**config.mk**
```make
export PLATFORM = sky130hd
export DESIGN_NAME = branch_predict_unit
export DESIGN_NICKNAME = d
export VERILOG_FILES = /design/src/rtl/branch_predict_unit.sv
export SDC_FILE = /design/constraint.sdc
export NUM_CORES = 2
export LEC_CHECK = 0
export ABC_AREA = 0
export BUFFER_PORTS_ARGS = -buffer_cell sky130_fd_sc_hd__buf_4
export CAP_MARGIN = 20
export CORE_ASPECT_RATIO = 0.6
export CORE_MARGIN = 4
export CORE_UTILIZATION = 48
export CTS_CLUSTER_DIAMETER = 40
export DETAILED_ROUTE_END_ITERATION = 10
export PLACE_DENSITY = 0.66
export SYNTH_ARGS = -nofsm -noshare
export SYNTH_HDL_FRONTEND = slang
export SYNTH_SLANG_ARGS = --single-unit
```
**constraint.sdc**
```tcl
create_clock -name clk_i -period 4.5 [get_ports clk_i]
set_input_delay 0.225 -clock clk_i [delete_from_list [all_inputs] [get_ports clk_i]]
set_output_delay 0.225 -clock clk_i [all_outputs]
set_load 0.05 [all_outputs]
```
**src/rtl/branch_predict_unit.sv**
```systemverilog
// branch_predict_unit
//
// Resolves conditional branches, JAL and JALR in EX and computes the redirect
// target. Also holds a direct-mapped BTB with a 2-bit saturating counter per
// entry so that IF can predict taken branches and their targets.
//
// Ports:
//   clk_i              clock, all state changes on the rising edge
//   reset_i            synchronous, active-high reset
//   if_pc_i            fetch PC to look up
//   if_pred_taken_o    prediction for if_pc_i
//   if_pred_target_o   predicted target, 0 when not predicted taken
//   ex_valid_i         EX holds a live instruction
//   ex_pc_i            PC of the EX instruction
//   ex_imm_i           immediate
//   ex_alu_result_i    bit 0 = compare outcome; full word = JALR offset sum
//   ex_branch_i        instruction is a branch or jump
//   ex_jalr_i          instruction is JALR
//   ex_pred_taken_i    prediction carried with the instruction
//   ex_pred_target_i   predicted target carried with the instruction
//   ex_pc_four_o       ex_pc + 4
//   ex_pc_imm_o        ex_pc + ex_imm
//   ex_mispredict_o    redirect and flush required this cycle
//   ex_redirect_pc_o   correct next PC, valid with ex_mispredict_o
//   stat_branches_o    resolved branches since reset (saturating)
//   stat_mispredicts_o mispredictions since reset (saturating)
module branch_predict_unit #(
    parameter int unsigned PC_W    = 9,
    parameter int unsigned ENTRIES = 16,
    parameter int unsigned CNT_W   = 16
) (
    input  logic             clk_i,
    input  logic             reset_i,
    input  logic [PC_W-1:0]  if_pc_i,
    output logic             if_pred_taken_o,
    output logic [31:0]      if_pred_target_o,
    input  logic             ex_valid_i,
    input  logic [PC_W-1:0]  ex_pc_i,
    input  logic [31:0]      ex_imm_i,
    input  logic [31:0]      ex_alu_result_i,
    input  logic             ex_branch_i,
    input  logic             ex_jalr_i,
    input  logic             ex_pred_taken_i,
    input  logic [31:0]      ex_pred_target_i,
    output logic [31:0]      ex_pc_four_o,
    output logic [31:0]      ex_pc_imm_o,
    output logic             ex_mispredict_o,
    output logic [31:0]      ex_redirect_pc_o,
    output logic [CNT_W-1:0] stat_branches_o,
    output logic [CNT_W-1:0] stat_mispredicts_o
);

    localparam int unsigned IDX_W = $clog2(ENTRIES);
    localparam int unsigned TAG_W = PC_W - IDX_W - 2;

    // BTB storage
    logic             valid_q  [ENTRIES];
    logic             valid_d  [ENTRIES];
    logic [TAG_W-1:0] tag_q    [ENTRIES];
    logic [TAG_W-1:0] tag_d    [ENTRIES];
    logic [31:0]      target_q [ENTRIES];
    logic [31:0]      target_d [ENTRIES];
    logic [1:0]       cnt_q    [ENTRIES];
    logic [1:0]       cnt_d    [ENTRIES];

    logic [CNT_W-1:0] stat_branches_q, stat_branches_d;
    logic [CNT_W-1:0] stat_mispredicts_q, stat_mispredicts_d;

    // Lookup
    logic [IDX_W-1:0] if_idx;
    logic [TAG_W-1:0] if_tag;
    logic             if_hit;

    assign if_idx           = if_pc_i[IDX_W+1:2];
    assign if_tag           = if_pc_i[PC_W-1:IDX_W+2];
    assign if_hit           = valid_q[if_idx] && (tag_q[if_idx] == if_tag);
    assign if_pred_taken_o  = if_hit && cnt_q[if_idx][1];
    assign if_pred_target_o = if_pred_taken_o ? target_q[if_idx] : 32'd0;

    // Instruction-aligned low bits never address the BTB
    logic unused_if_pc_bits;
    assign unused_if_pc_bits = ^if_pc_i[1:0];

    // Resolution
    logic [31:0]      ex_pc32;
    logic             res_taken;
    logic [31:0]      res_target;
    logic             ex_update;
    logic [IDX_W-1:0] ex_idx;
    logic [TAG_W-1:0] ex_tag;
    logic             ex_hit;

    assign ex_pc32      = 32'(ex_pc_i);
    assign ex_pc_four_o = ex_pc32 + 32'd4;
    assign ex_pc_imm_o  = ex_pc32 + ex_imm_i;
    assign res_taken    = ex_alu_result_i[0] | ex_jalr_i;
    assign res_target   = ex_jalr_i ? (ex_pc32 + ex_alu_result_i) : ex_pc_imm_o;
    assign ex_update    = ex_valid_i & ex_branch_i;
    assign ex_idx       = ex_pc_i[IDX_W+1:2];
    assign ex_tag       = ex_pc_i[PC_W-1:IDX_W+2];
    assign ex_hit       = valid_q[ex_idx] && (tag_q[ex_idx] == ex_tag);

    always_comb begin
        ex_mispredict_o  = 1'b0;
        ex_redirect_pc_o = 32'd0;
        if (ex_update) begin
            ex_mispredict_o  = (res_taken != ex_pred_taken_i) ||
                               (res_taken && (res_target != ex_pred_target_i));
            ex_redirect_pc_o = res_taken ? res_target : ex_pc_four_o;
        end
    end

    // BTB and statistics next state
    always_comb begin
        valid_d            = valid_q;
        tag_d              = tag_q;
        target_d           = target_q;
        cnt_d              = cnt_q;
        stat_branches_d    = stat_branches_q;
        stat_mispredicts_d = stat_mispredicts_q;

        if (ex_update) begin
            if (ex_hit) begin
                if (res_taken) begin
                    target_d[ex_idx] = res_target;
                    if (cnt_q[ex_idx] != 2'b11) begin
                        cnt_d[ex_idx] = cnt_q[ex_idx] + 2'd1;
                    end
                end else if (cnt_q[ex_idx] != 2'b00) begin
                    cnt_d[ex_idx] = cnt_q[ex_idx] - 2'd1;
                end
            end else begin
                // Allocate, replacing whatever was there
                valid_d[ex_idx]  = 1'b1;
                tag_d[ex_idx]    = ex_tag;
                target_d[ex_idx] = res_target;
                cnt_d[ex_idx]    = res_taken ? 2'b10 : 2'b01;
            end

            if (stat_branches_q != '1) begin
                stat_branches_d = stat_branches_q + CNT_W'(1);
            end
            if (ex_mispredict_o && (stat_mispredicts_q != '1)) begin
                stat_mispredicts_d = stat_mispredicts_q + CNT_W'(1);
            end
        end
    end

    always_ff @(posedge clk_i) begin
        if (reset_i) begin
            valid_q            <= '{default: 1'b0};
            tag_q              <= '{default: '0};
            target_q           <= '{default: 32'd0};
            cnt_q              <= '{default: 2'b01};
            stat_branches_q    <= '0;
            stat_mispredicts_q <= '0;
        end else begin
            valid_q            <= valid_d;
            tag_q              <= tag_d;
            target_q           <= target_d;
            cnt_q              <= cnt_d;
            stat_branches_q    <= stat_branches_d;
            stat_mispredicts_q <= stat_mispredicts_d;
        end
    end

    assign stat_branches_o    = stat_branches_q;
    assign stat_mispredicts_o = stat_mispredicts_q;

endmodule

```
==> results.cfg <==
[status]
status = finished, final reports clean

[timing]
fin_crit_sh_pct = 93.48
setup-tns-final_ns = 0
hold_viol = 0
rsz0062_at_grt = false
holdWs_ns = 0.1160
slew_violations = 0
final-setup-viol-count = 0
worst_slew_pin_slew_ns = 1.087
skew_ns = 0.03629
slew_headroom_pct = 27.28
setup_slack_ns = 0.2935
timing.fmax_mhz = 237.7
min_period_ns = 4.206

[logic_synthesis]
ys_types = 97
netlist_area_mm2 = 0.03350
ys_async_sr_fraction_pct = 0
syn_inst = 3726
synth.top_cell.area_share_pct = 38.25
synth.yosys.seq_area_share_pct = 38.25
yosys.area.top_type = dfxtp_1
synth_seq_cells = 640
synth_edf_count = 0
synth-main-ff-cell = dfxtp_1
synth_area_per_cell_um2 = 8.990
synthTopCellsByArea = dfxtp_1 (38%), mux4_2 (14%), nand2_1 (8.7%), a21oi_1 (6.7%), nor2_1 (3.9%)
synth_warnings = 0

[floorplan]
die_x_um = 349.1
boundaryPins = 282
row_count = 74
core_mm2 = 0.06861
die-area_mm2 = 0.07422
die_h_um = 212.6
initial_core_util_pct = 48.83

[placed_design]
place_ws_ns = 0.4006
gp_congestion = 1.028
io_buffers = 257
hpwl_mm = 76.28
placed_area_mm2 = 0.03599

[clock_tree]
cts_tree = done
post_cts_resized = 0
cts_made_buffers = 68
clockRootBuffer = clkbuf_16
clock_latency_ns = 0.63
clockBufferDepth = 3
clk_pin_slew_ns = 0.06
hold_buffers = 0
h-tree-depth = 3
cts_sinks = 640
post_cts_buffers = 0

[global_route]
grtUsageTotal_pct = 30.50
antenna_found_initial = 0
grt_pass1_vias = 26730
grt_max_degree = 164
overflow = 0
grt_pass1_wl_mm = 171.9

[drt]
wl_per_cell_um = 24.23
drt-pass1-iter-count = 7
wl_mm = 116.3
vias = 29130
ant_nets = 0
drc = 0
viasPerCell = 6.069
drt_iter0_markers = 3816

[cells_and_area]
final_cell_mix = nand2_1 (776), dfxtp_1 (640), a21oi_1 (443)
syn_to_final_growth_pct = 14.10
layout_commonest_cell = nand2_1
fin_area_mm2 = 0.03822
antenna_cells = 0
nNetsFinal = 3985
drive_gt1_share_pct = 22.27

[power_and_ir_drop]
power.leakage_nw = 13.50
worst_ir_drop_vdd_mv = 0.2823
finalPower_mw = 13.48
power.density_mw_per_mm2 = 352.6

[critical_path]
critPathMaxFanout = 28
path_class = in -> out
critical_path_arrival_ns = 3.98
required_ns = 4.28
end_kind = output port
critPathLaunchType = input pin

[min_path]
hold_class = in -> reg

[run]
drv_cap = 0
## flip-flops by register name (all words and copies together) (netlist names)
signal,cells
stat_mispredicts_o,16
tag_q,48
valid_q,16
target_q,512
stat_branches_o,16
cnt_q,32
## synth_stat cells (8+ instances only)
library cell / instances
mux4_2: 205
buf_2: 53
ha_1: 26
a21o_1: 8
nand2b_1: 8
nand2_1: 776
nor2b_1: 73
and3_1: 44
or4_1: 14
xor2_1: 59
mux2i_1: 61
or3_1: 10
nand3_1: 79
nor3_1: 25
buf_1: 30
a211o_1: 21
o211ai_1: 8
a21oi_1: 448
nand4_1: 22
buf_6: 46
buf_4: 46
dfxtp_1: 640
a31oi_1: 9
o2111ai_1: 9
o21ai_0: 27
inv_1: 51
o31ai_1: 9
nor2_1: 347
a211oi_1: 79
clkbuf_1: 183
xnor2_1: 55
a211oi_2: 103
## through the flow
step | util, % | cells
2_1_floorplan | - | 3747
3_3_place_gp | 52.46 | 4678
3_5_place_dp | 52.46 | 4678
4_1_cts | 55.70 | 4799
5_1_grt | 55.71 | 4800
6_report | 55.71 | 4800
## critical path: stages
cell and delay [ns]:
buf_4 0.20, ha_1 0.46, nand4_1 0.30, a211oi_2 0.25
buf_4 0.19, o2111ai_1 0.16, xnor2_1 0.47, a211oi_2 0.18
xnor2_1 0.18, a2111oi_2 0.29, o2111ai_1 0.21, nor4_4 0.35
buf_12 0.21, nor2_1 0.08, buf_4 0.19
## power by group
part	leakage (nW)	total [mW]	internal, mW	switching (mW)
logic	7.25	2.03	0.623	1.41
registers	5.17	5.79	5.74	0.0425
clock network	1.08	5.66	3.21	2.45
## metal layers
| layer | up-vias | part of all wire (%) | track usage, % |
|---|---|---|---|
| li1 | 13270 | - | - |
| met1 | 14210 | 45 | 46.00 |
| met2 | 1464 | 42 | 43.94 |
| met3 | 191 | 11 | 7.507 |
| met4 | 0 | 2.3 | 7.094 |
| met5 | - | 0 | 0 |
## worst paths after layout
check,slack [ns],cells after the start,endpoint,start
setup / recovery,0.29,15,ex_mispredict_o,ex_pc_i[5]
hold / removal,0.12,2,stat_mispredicts_o[15]$_SDFFE_PP0P_,reset_i
setup reg to reg,1.11,11,target_q[133]$_SDFFE_PP0P_,tag_q[2]$_SDFFE_PP0P_
hold reg to reg,0.45,2,target_q[187]$_SDFFE_PP0P_,target_q[187]$_SDFFE_PP0P_
## cell type report
type | instances | area [µm²]
Clock buffer | 89 | 1863
Clock inverter | 32 | 361.6
Fill cell | 6216 | 30390
Inverter | 54 | 203.9
Multi-Input combinational cell | 2694 | 18690
Sequential cell | 640 | 12810
Tap cell | 912 | 1141
Timing Repair Buffer | 379 | 3154
## cell families (layout without fill, tap and decap cells)
group / after synthesis / in the layout / share of synthesized area [%]
adder cells (fa/ha/maj): 28 / 28 / 1.091
AO/OA/AOI/OAI: 792 / 792 / 16.18
other: 1 / 22 / 0.01119
AND/OR/NAND/NOR: 1464 / 1464 / 19.12
XOR/XNOR: 116 / 116 / 3.115
flip-flops: 640 / 640 / 38.25
buffers and inverters: 413 / 554 / 6.380
multiplexers: 272 / 272 / 15.86
Power figures use the tool's default switching activity.
